$ cat src/rtl/clk_sched_pkg.sv
// Shared types, reset constants and config validity check for the clock-enable scheduler.
// CntW sets the width of every period/high/count field; the top-level CNT_W must match it.
package clk_sched_pkg;

  localparam int unsigned CntW = 16;

  typedef struct packed {
    logic            en;
    logic [CntW-1:0] period;
    logic [CntW-1:0] high;
  } ch_cfg_t;

  localparam logic [CntW-1:0] RstPeriod = CntW'(2);
  localparam logic [CntW-1:0] RstHigh   = CntW'(1);
  localparam ch_cfg_t         RstCfg    = '{en: 1'b0, period: RstPeriod, high: RstHigh};

  // A period needs at least one high and one low cycle.
  function automatic logic cfg_is_valid(logic [CntW-1:0] period, logic [CntW-1:0] high);
    return (period >= CntW'(2)) && (high != '0) && (high < period);
  endfunction

endpackage

$ cat src/rtl/clk_sched_ctrl_if.sv
// Configuration port of clk_sched_ctrl: valid/ready request carrying channel, period,
// high time and enable, plus the one-cycle reject pulse returned by the scheduler.
//   master: requester (drives cfg_valid/cfg_ch/cfg_period/cfg_high/cfg_en)
//   slave : scheduler (drives cfg_ready/cfg_err)
interface clk_sched_ctrl_if #(
  parameter int unsigned NUM_CH = 3,
  parameter int unsigned CNT_W  = 16
) ();
  localparam int unsigned ChW = (NUM_CH > 1) ? $clog2(NUM_CH) : 1;

  logic             cfg_valid;
  logic             cfg_ready;
  logic [ChW-1:0]   cfg_ch;
  logic [CNT_W-1:0] cfg_period;
  logic [CNT_W-1:0] cfg_high;
  logic             cfg_en;
  logic             cfg_err;

  modport master (
    output cfg_valid, cfg_ch, cfg_period, cfg_high, cfg_en,
    input  cfg_ready, cfg_err
  );

  modport slave (
    input  cfg_valid, cfg_ch, cfg_period, cfg_high, cfg_en,
    output cfg_ready, cfg_err
  );
endinterface

$ cat src/rtl/clk_sched_channel.sv
// One scheduler channel: active and shadow config, period counter and registered outputs.
// Ports:
//   clock_i, reset_ni   system clock, async active-low reset
//   wr_i, wr_cfg_i      accepted config write into the shadow registers
//   align_i             force apply of pending shadow and restart of the count
//   pending_o           shadow waiting for a period boundary
//   clk_out_o           derived clock, high while cnt < high
//   rise_pulse_o        high in the first cycle of each enabled period
module clk_sched_channel
  import clk_sched_pkg::*;
(
  input  logic    clock_i,
  input  logic    reset_ni,
  input  logic    wr_i,
  input  ch_cfg_t wr_cfg_i,
  input  logic    align_i,
  output logic    pending_o,
  output logic    clk_out_o,
  output logic    rise_pulse_o
);

  ch_cfg_t         act_q, act_d, shd_q, shd_d;
  logic            pend_q, pend_d;
  logic [CntW-1:0] cnt_q, cnt_d;
  logic            clk_q, clk_d, rise_q, rise_d;
  logic            last, apply;

  always_comb begin
    last   = act_q.en && (cnt_q == act_q.period - CntW'(1));
    // A disabled channel is at a boundary every cycle.
    apply  = pend_q && (last || !act_q.en || align_i);
    act_d  = act_q;
    shd_d  = shd_q;
    pend_d = pend_q;
    cnt_d  = (act_q.en && !last) ? cnt_q + CntW'(1) : '0;
    if (apply) begin
      act_d  = shd_q;
      pend_d = 1'b0;
    end
    if (align_i) cnt_d = '0;
    // Writes only happen while not pending, so they never collide with an apply.
    if (wr_i) begin
      shd_d  = wr_cfg_i;
      pend_d = 1'b1;
    end
    if (!act_d.en) cnt_d = '0;
    // Outputs are computed from next state so they stay in step with cnt.
    clk_d  = act_d.en && (cnt_d < act_d.high);
    rise_d = act_d.en && (cnt_d == '0);
  end

  always_ff @(posedge clock_i or negedge reset_ni) begin
    if (!reset_ni) begin
      act_q  <= RstCfg;
      shd_q  <= RstCfg;
      pend_q <= 1'b0;
      cnt_q  <= '0;
      clk_q  <= 1'b0;
      rise_q <= 1'b0;
    end else begin
      act_q  <= act_d;
      shd_q  <= shd_d;
      pend_q <= pend_d;
      cnt_q  <= cnt_d;
      clk_q  <= clk_d;
      rise_q <= rise_d;
    end
  end

  assign pending_o    = pend_q;
  assign clk_out_o    = clk_q;
  assign rise_pulse_o = rise_q;

endmodule

$ cat src/rtl/clk_sched_ctrl.sv
// Multi-channel clock-enable scheduler: decodes the shared config port, runs the
// handshake and reject pulse, and fans the align strobe out to every channel.
// Ports:
//   clock_i, reset_ni   system clock, async active-low reset
//   cfg                 config port (clk_sched_ctrl_if.slave)
//   align_i             phase-align strobe, present only with CLK_SCHED_ALIGN_EN defined
//   pending_o           per-channel shadow waiting for boundary
//   clk_out_o           per-channel derived clock
//   rise_pulse_o        per-channel period start pulse
module clk_sched_ctrl
  import clk_sched_pkg::*;
#(
  parameter int unsigned NUM_CH = 3,
  parameter int unsigned CNT_W  = CntW
) (
  input  logic              clock_i,
  input  logic              reset_ni,
  clk_sched_ctrl_if.slave   cfg,
`ifdef CLK_SCHED_ALIGN_EN
  input  logic              align_i,
`endif
  output logic [NUM_CH-1:0] pending_o,
  output logic [NUM_CH-1:0] clk_out_o,
  output logic [NUM_CH-1:0] rise_pulse_o
);

  localparam int unsigned ChW = (NUM_CH > 1) ? $clog2(NUM_CH) : 1;

  logic              ch_ok, xfer, cfg_ok, err_q, align;
  logic [NUM_CH-1:0] wr;
  logic [CNT_W-1:0]  period, high;
  ch_cfg_t           wr_cfg;

`ifdef CLK_SCHED_ALIGN_EN
  assign align = align_i;
`else
  assign align = 1'b0;
`endif

  assign period = cfg.cfg_period;
  assign high   = cfg.cfg_high;

  always_comb begin
    ch_ok         = 1'b0;
    cfg.cfg_ready = 1'b1;
    for (int unsigned i = 0; i < NUM_CH; i++) begin
      if (cfg.cfg_ch == ChW'(i)) begin
        ch_ok         = 1'b1;
        cfg.cfg_ready = ~pending_o[i];
      end
    end
  end

  assign xfer   = cfg.cfg_valid && cfg.cfg_ready;
  assign cfg_ok = ch_ok && cfg_is_valid(period, high);

  always_comb begin
    wr_cfg = '{en: cfg.cfg_en, period: period, high: high};
    wr     = '0;
    for (int unsigned i = 0; i < NUM_CH; i++) begin
      wr[i] = xfer && cfg_ok && (cfg.cfg_ch == ChW'(i));
    end
  end

  always_ff @(posedge clock_i or negedge reset_ni) begin
    if (!reset_ni) err_q <= 1'b0;
    else           err_q <= xfer && !cfg_ok;
  end

  assign cfg.cfg_err = err_q;

  for (genvar g = 0; g < NUM_CH; g++) begin : g_ch
    clk_sched_channel u_ch (
      .clock_i      (clock_i),
      .reset_ni     (reset_ni),
      .wr_i         (wr[g]),
      .wr_cfg_i     (wr_cfg),
      .align_i      (align),
      .pending_o    (pending_o[g]),
      .clk_out_o    (clk_out_o[g]),
      .rise_pulse_o (rise_pulse_o[g])
    );
  end

endmodule

$ cat src/flat_wrapper.sv
// flat-port wrapper written by rule: the top's interface ports become plain ports
module clk_sched_ctrl_flat import clk_sched_pkg::*;
#(
  parameter int unsigned NUM_CH = 3,
  parameter int unsigned CNT_W  = CntW
)
  (clock_i, reset_ni, pending_o, clk_out_o, rise_pulse_o, cfg_cfg_valid, cfg_cfg_ch, cfg_cfg_period, cfg_cfg_high, cfg_cfg_en, cfg_cfg_ready, cfg_cfg_err);
  clk_sched_ctrl_if #(.NUM_CH(NUM_CH), .CNT_W(CNT_W)) cfg_i ();
  input  logic clock_i;
  input  logic reset_ni;
  output logic [NUM_CH-1:0] pending_o;
  output logic [NUM_CH-1:0] clk_out_o;
  output logic [NUM_CH-1:0] rise_pulse_o;
  input wire logic [$bits(cfg_i.cfg_valid)-1:0] cfg_cfg_valid;
  input wire logic [$bits(cfg_i.cfg_ch)-1:0] cfg_cfg_ch;
  input wire logic [$bits(cfg_i.cfg_period)-1:0] cfg_cfg_period;
  input wire logic [$bits(cfg_i.cfg_high)-1:0] cfg_cfg_high;
  input wire logic [$bits(cfg_i.cfg_en)-1:0] cfg_cfg_en;
  output wire logic [$bits(cfg_i.cfg_ready)-1:0] cfg_cfg_ready;
  output wire logic [$bits(cfg_i.cfg_err)-1:0] cfg_cfg_err;
  assign cfg_i.cfg_valid = cfg_cfg_valid;
  assign cfg_i.cfg_ch = cfg_cfg_ch;
  assign cfg_i.cfg_period = cfg_cfg_period;
  assign cfg_i.cfg_high = cfg_cfg_high;
  assign cfg_i.cfg_en = cfg_cfg_en;
  assign cfg_cfg_ready = cfg_i.cfg_ready;
  assign cfg_cfg_err = cfg_i.cfg_err;
  clk_sched_ctrl #(.NUM_CH(NUM_CH), .CNT_W(CNT_W)) u_core (.clock_i(clock_i), .reset_ni(reset_ni), .cfg(cfg_i), .pending_o(pending_o), .clk_out_o(clk_out_o), .rise_pulse_o(rise_pulse_o));
endmodule
$ cat config.mk
export PLATFORM = sky130hd
export DESIGN_NAME = clk_sched_ctrl_flat
export DESIGN_NICKNAME = d
export VERILOG_FILES = /design/src/rtl/clk_sched_pkg.sv /design/src/rtl/clk_sched_ctrl_if.sv /design/src/rtl/clk_sched_channel.sv /design/src/rtl/clk_sched_ctrl.sv /design/src/flat_wrapper.sv
export SDC_FILE = /design/constraint.sdc
export NUM_CORES = 1
export LEC_CHECK = 0
export CORE_MARGIN = 8
export CORE_UTILIZATION = 29
export DETAILED_ROUTE_END_ITERATION = 12
export PLACE_DENSITY_LB_ADDON = 0.1
export SLEW_MARGIN = 20
export SYNTH_ARGS = -nofsm -noshare
export SYNTH_HDL_FRONTEND = slang
export SYNTH_HIERARCHICAL = 1
export SYNTH_SLANG_ARGS = --single-unit
export TNS_END_PERCENT = 100
$ cat constraint.sdc
create_clock -name clock_i -period 8 [get_ports clock_i]
set_clock_uncertainty 0.05 [all_clocks]
set_input_delay 2 -clock clock_i [delete_from_list [all_inputs] [get_ports clock_i]]
set_output_delay 2 -clock clock_i [all_outputs]
set_load 0.01 [all_outputs]
==> impl_metrics.tcl, run 1 <==
set metrics [dict create \
    path_max_fanout 27 \
    yosysMostFrequentCell "dfrtp_1" \
    syn_avg_cell_area_um2 11.3 \
    cts_buffers 34 \
    max_slew_margin 0.339 \
    fin_nets 1414 \
    die_w_um 240 \
    status "finished, final reports clean" \
    power.density_mw_per_mm2 315 \
    yosysWarnings 6 \
    pwr-share-seq 0.404 \
    yosysUniqueCellTypes 74 \
    cts_root_buf "clkbuf_16" \
    port_buffers 48 \
    ys_top_cells_by_area "dfrtp_1, mux2_2, ha_1, mux2_4, xnor2_1" \
    antenna_cells 0 \
    peakVddDrop_uv 101 \
    post_drt_via_cell_ratio 4.99 \
    syn_inst 1286 \
    ys_ff_latch 256 \
    clock_latency_ps 540 \
    post-route-drc-count 0 \
    die_area_mm2 0.0576 \
    postCtsSetupRepairBufs 0 \
    holdBufCountCts 0 \
    drive_gt1_frac 0.225 \
    cp-end-kind "register" \
    r2r-start "u_core/g_ch[0].u_ch/act_q[16]" \
    worstSetupStartpointType "register" \
    drv_cap 0 \
    p_sw_uw 1730 \
    first_pass_iters 5 \
    pwr-share-comb 0.289 \
    setup_tns_ps 0 \
    final_cells 2007 \
    slew_violations 0 \
    first_iter_violations 562 \
    grt_pass1_wl_um 64700 \
    worst-endpoint-required_ps 8390 \
    antenna_left 0 \
    core_area_mm2 0.0499 \
    finalCritPeriodShare 0.723 \
    crit_start "u_core/g_ch[0].u_ch/act_q[16]" \
    crit_type "register to register" \
    fmax_mhz 173 \
    gr-usage-all-layers 0.147 \
    clk_pin_slew_ps 60 \
    post_drt_wl_per_cell_um 20.7 \
    cp_data_arrival_time_ps 6170 \
    gp_congestion 0.793 \
    synth_common_cells "dfrtp_1, mux2_2, nor2_1" \
    async_flop_share 1.00 \
    clock-sinks 256 \
    hold_path_class "register to register" \
    dp.cells 1945 \
    die-height_um 240 \
    area_growth_pct 15.8 \
    cts_tree "yes" \
    rsz0062_at_grt "false" \
    cts.repair.resized 0 \
    p_leak_uw 0.00751 \
    ys.flop_type "dfrtp_1" \
    yosysTopAreaCell "dfrtp_1" \
    final_area_mm2 0.0169 \
    hpwlAfterDp_um 29600 \
    ios 49 \
    p_int_uw 3580 \
    yosysSeqAreaShare 0.441 \
    min_from "u_core/g_ch[2].u_ch/shd_q[22]" \
    clockPowerShare 0.307 \
    htree_num_levels 2 \
    setup_viol 0 \
    synth.cell_area_mm2 0.0146 \
    clock_path_buffers 3 \
    antenna_found_initial 6 \
    place_area_mm2 0.0157 \
    synth.top_cell.area_share 0.419 \
    rows 82 \
    fillerInstances 5028 \
    grt_max_degree 143 \
    grt-ovfl-total 0 \
    start_util 0.292 \
    netSwitchingFraction 0.325 \
    grt_pass1_vias 10200 \
    worst_pin_slew_ps 982 \
    synth_edf_count 0 \
    min_period_ps 5780 \
    wl_um 41600 \
    vias 10000 \
    final_hold_viol_count 0 \
]
area by class of cell:
cell class                 count  area [um^2]  share of cell area
clock buffer                  51         1010              0.0596
clock inverter                10          181              0.0108
inverter                      39          146             0.00868
multi-input combinational    919         7670               0.454
sequential                   256         6420               0.381
tap                          672          841              0.0498
timing repair buffer          60          608              0.0360
state kept, by name, summed over array words and instances, names as in the netlist:
| register | cells |
|---|---|
| u_core/g_ch.u_ch/clk_out_o | 3 |
| u_core/g_ch.u_ch/cnt_q | 48 |
| u_core/g_ch.u_ch/rise_pulse_o | 3 |
| u_core/cfg.cfg_err | 1 |
| u_core/g_ch.u_ch/act_q | 99 |
| u_core/g_ch.u_ch/shd_q | 99 |
| u_core/g_ch.u_ch/pending_o | 3 |
layout by cell type, fill, tap and decap left out, types with 36 or more instances in the layout:
master / instances
a21oi_1: 36
clkdlybuf4s50_1: 47
dfrtp_1: 244
ha_1: 66
inv_1: 39
mux2_2: 151
mux2_4: 45
mux2i_1: 56
nand2_1: 45
nand3_1: 37
nor2_1: 85
xnor2_1: 75
final timing paths:
kind | to | slack [ps] | depth (start not counted)
max | u_core/g_ch[0].u_ch/clk_out_o | 2220 | 17
min | u_core/g_ch[2].u_ch/act_q[22] | 450 | 1
max reg2reg | u_core/g_ch[0].u_ch/clk_out_o | 2220 | 17
min reg2reg | u_core/g_ch[2].u_ch/act_q[22] | 450 | 1
max in group asynchronous | u_core/g_ch[2].u_ch/cnt_q[1] | 5550 | 2
min in group asynchronous | u_core/g_ch[1].u_ch/cnt_q[15] | 1270 | 1
per-stage QoR:
step           total power, uW  setup WS, ps  hold WS, ps  utilization
5_1_grt                   5680          1650          462        0.338
2_1_floorplan             3230          3230          427            -
3_3_place_gp              3690          2190          432        0.314
6_report                  5310          2220          450        0.338
4_1_cts                   5400          2080          451        0.338
3_5_place_dp              3710          2120          441        0.314
per-layer routing:
metal  vias to the layer above  track usage  wire length, um
met5                         -            0                0
met4                         0       0.0498             1090
met3                        59       0.0213             1620
met2                       192        0.228            18700
met1                      5034        0.207            20200
li1                       4735            -                -
critical path, stage by stage (launching register included):
cell and delay (ps):
dfrtp_1 440, inv_1 80, ha_1 230, nor3b_1 720, nand3_1 130, a2111oi_0 440, o32ai_1 220, o31ai_4 770
nand2_2 670, buf_4 480, mux2i_1 170, ha_1 220, a21o_1 150, a21o_1 160, a21oi_1 220, or3_1 160
o2111ai_1 130, a311oi_1 220
kinds of logic (layout without fill, tap and decap cells):
| group | count (synthesis) | count (layout) | synth area share |
|---|---|---|---|
| multiplexers | 252 | 252 | 0.202 |
| AND/OR/NAND/NOR | 334 | 334 | 0.122 |
| XOR/XNOR | 107 | 107 | 0.0643 |
| flip-flops | 256 | 256 | 0.441 |
| other | 1 | 3 | 0.000257 |
| adder cells (fa/ha/maj) | 66 | 66 | 0.0567 |
| buffers and inverters | 113 | 160 | 0.0348 |
| AO/OA/AOI/OAI | 157 | 157 | 0.0791 |
power groups by stage:
stage	clock, uW	sequential, uW	combinational (uW)
3_5_place_dp	0	2170	1540
6_report	1630	2140	1540
3_3_place_gp	0	2160	1530
4_1_cts	1690	2150	1550
2_1_floorplan	0	1970	1260
5_1_grt	1740	2230	1720
Power figures use the tool's default switching activity.
==> run 2: changes to the inputs <==
==> constraint.sdc (replaced) <==
create_clock -name clock_i -period 5.2 [get_ports clock_i]
set_clock_uncertainty 0.05 [all_clocks]
set_input_delay 1.3 -clock clock_i [delete_from_list [all_inputs] [get_ports clock_i]]
set_output_delay 1.3 -clock clock_i [all_outputs]
set_load 0.01 [all_outputs]
==> impl_metrics.tcl, run 2 (synthesis results as in run 1) <==
set metrics [dict create \
    start_util 0.292 \
    port_buffers 48 \
    post_drt_via_cell_ratio 4.93 \
    holdBufCountCts 0 \
    vias 10100 \
    die_w_um 240 \
    die-height_um 240 \
    fin_nets 1463 \
    rsz0062_at_grt "false" \
    clock_path_buffers 3 \
    min_from "u_core/g_ch[0].u_ch/shd_q[19]" \
    clk_pin_slew_ps 60 \
    cts_buffers 34 \
    finalCritPeriodShare 0.927 \
    top_regs "u_core/g_ch.u_ch/act_q (99), u_core/g_ch.u_ch/shd_q (99), u_core/g_ch.u_ch/cnt_q (48)" \
    die_area_mm2 0.0576 \
    path_max_fanout 13 \
    p_leak_uw 0.00775 \
    worst-endpoint-required_ps 5600 \
    reg2regPathDepth 17 \
    power.density_mw_per_mm2 472 \
    cts_tree "yes" \
    htree_num_levels 2 \
    worst_pin_slew_ps 910 \
    hold_path_class "register to register" \
    crit_type "register to register" \
    clock-sinks 256 \
    r2r_setup_slack_ps 380 \
    gp_congestion 0.818 \
    first_iter_violations 521 \
    hold-path-cell-count 1 \
    clock_latency_ps 540 \
    final_hold_viol_count 0 \
    wl_um 42900 \
    post_drt_wl_per_cell_um 20.9 \
    cp-end-kind "register" \
    gr-usage-all-layers 0.152 \
    slew_violations 0 \
    grt_pass1_vias 10500 \
    cts.repair.resized 0 \
    antenna_found_initial 5 \
    drive_gt1_frac 0.258 \
    ios 49 \
    drv_cap 0 \
    post-route-drc-count 0 \
    final_cell_mix "dfrtp_1, mux2_2, nor2_1, xnor2_1, ha_1" \
    status "finished, final reports clean" \
    rows 82 \
    grt_pass1_wl_um 66800 \
    min_period_ps 4820 \
    grt_max_degree 108 \
    rr_endpoint "u_core/g_ch[2].u_ch/clk_out_o" \
    cts_root_buf "clkbuf_16" \
    setup_tns_ps 0 \
    final_cells 2056 \
    setup_viol 0 \
    hpwlAfterDp_um 31900 \
    area_growth_pct 18.2 \
    core_area_mm2 0.0499 \
    postCtsSetupRepairBufs 0 \
    r2r-start "u_core/g_ch[2].u_ch/act_q[23]" \
    final_common_cell "dfrtp_1" \
    antenna_left 0 \
    holdPathEnd "u_core/g_ch[0].u_ch/act_q[19]" \
    grt-ovfl-total 0 \
    first_pass_iters 5 \
    max_slew_margin 0.393 \
    peakVddDrop_uv 191 \
    cp_data_arrival_time_ps 5220 \
    fmax_mhz 207 \
    dp.cells 1995 \
    worstSetupStartpointType "register" \
]
[run 2: stage by stage]
stage           util  power [uW]  hold WS, ps  setup slack, ps  instance area [um^2]
2_1_floorplan      -        4970          427              427                 14600
5_1_grt        0.345        8700          461            0.683                 17200
3_5_place_dp   0.322        5780          438              340                 16100
4_1_cts        0.345        8250          447              281                 17200
3_3_place_gp   0.322        5770          431              381                 16100
6_report       0.345        8120          448              380                 17200
[run 2: per-layer routing]
metal	track usage	routed length, um	vias up
met5	0.00952	9	-
met4	0.0445	952	2
met3	0.0272	1770	47
met2	0.238	19500	169
met1	0.210	20600	5084
li1	-	-	4825
[run 2: worst max-delay path by stage]
stage               slack (ps)  cells after the start                          start                       endpoint
finish                     380                     17  u_core/g_ch[2].u_ch/act_q[23]  u_core/g_ch[2].u_ch/clk_out_o
global placement           380                     17  u_core/g_ch[2].u_ch/act_q[23]  u_core/g_ch[2].u_ch/clk_out_o
CTS                        280                     17  u_core/g_ch[2].u_ch/act_q[23]  u_core/g_ch[2].u_ch/clk_out_o
global route               0.7                     17  u_core/g_ch[2].u_ch/act_q[23]  u_core/g_ch[2].u_ch/clk_out_o
detailed placement         340                     17  u_core/g_ch[2].u_ch/act_q[23]  u_core/g_ch[2].u_ch/clk_out_o
floorplan                  430                     21  u_core/g_ch[1].u_ch/act_q[22]  u_core/g_ch[1].u_ch/clk_out_o
[run 2: cell type report]
| class | instances | area, um^2 |
|---|---|---|
| antenna | 1 | 2.50 |
| clock buffer | 46 | 1030 |
| clock inverter | 14 | 125 |
| fill | 5011 | 32600 |
| inverter | 39 | 146 |
| multi-input combinational | 919 | 7670 |
| sequential | 256 | 6420 |
| tap | 672 | 841 |
| timing repair buffer | 109 | 981 |
[run 2: power by group]
| part | switching, uW | internal (uW) |
|---|---|---|
| registers | 619 | 2650 |
| logic | 1120 | 1340 |
| clock network | 906 | 1480 |
| total | 2650 | 5480 |
[run 2: critical path, stage by stage, from the launching register on]
cell and delay, ps:
dfrtp_1 410, or4_4 560, or4_1 530, or4_1 560, a22oi_1 180, nand4_1 160
o31ai_2 260, nand2_2 130, buf_4 230, buf_4 220, mux2i_1 170, ha_1 220
a211oi_1 270, nor4_1 130, a211oi_1 220, o221ai_1 160, a21o_1 180, a21oi_1 110
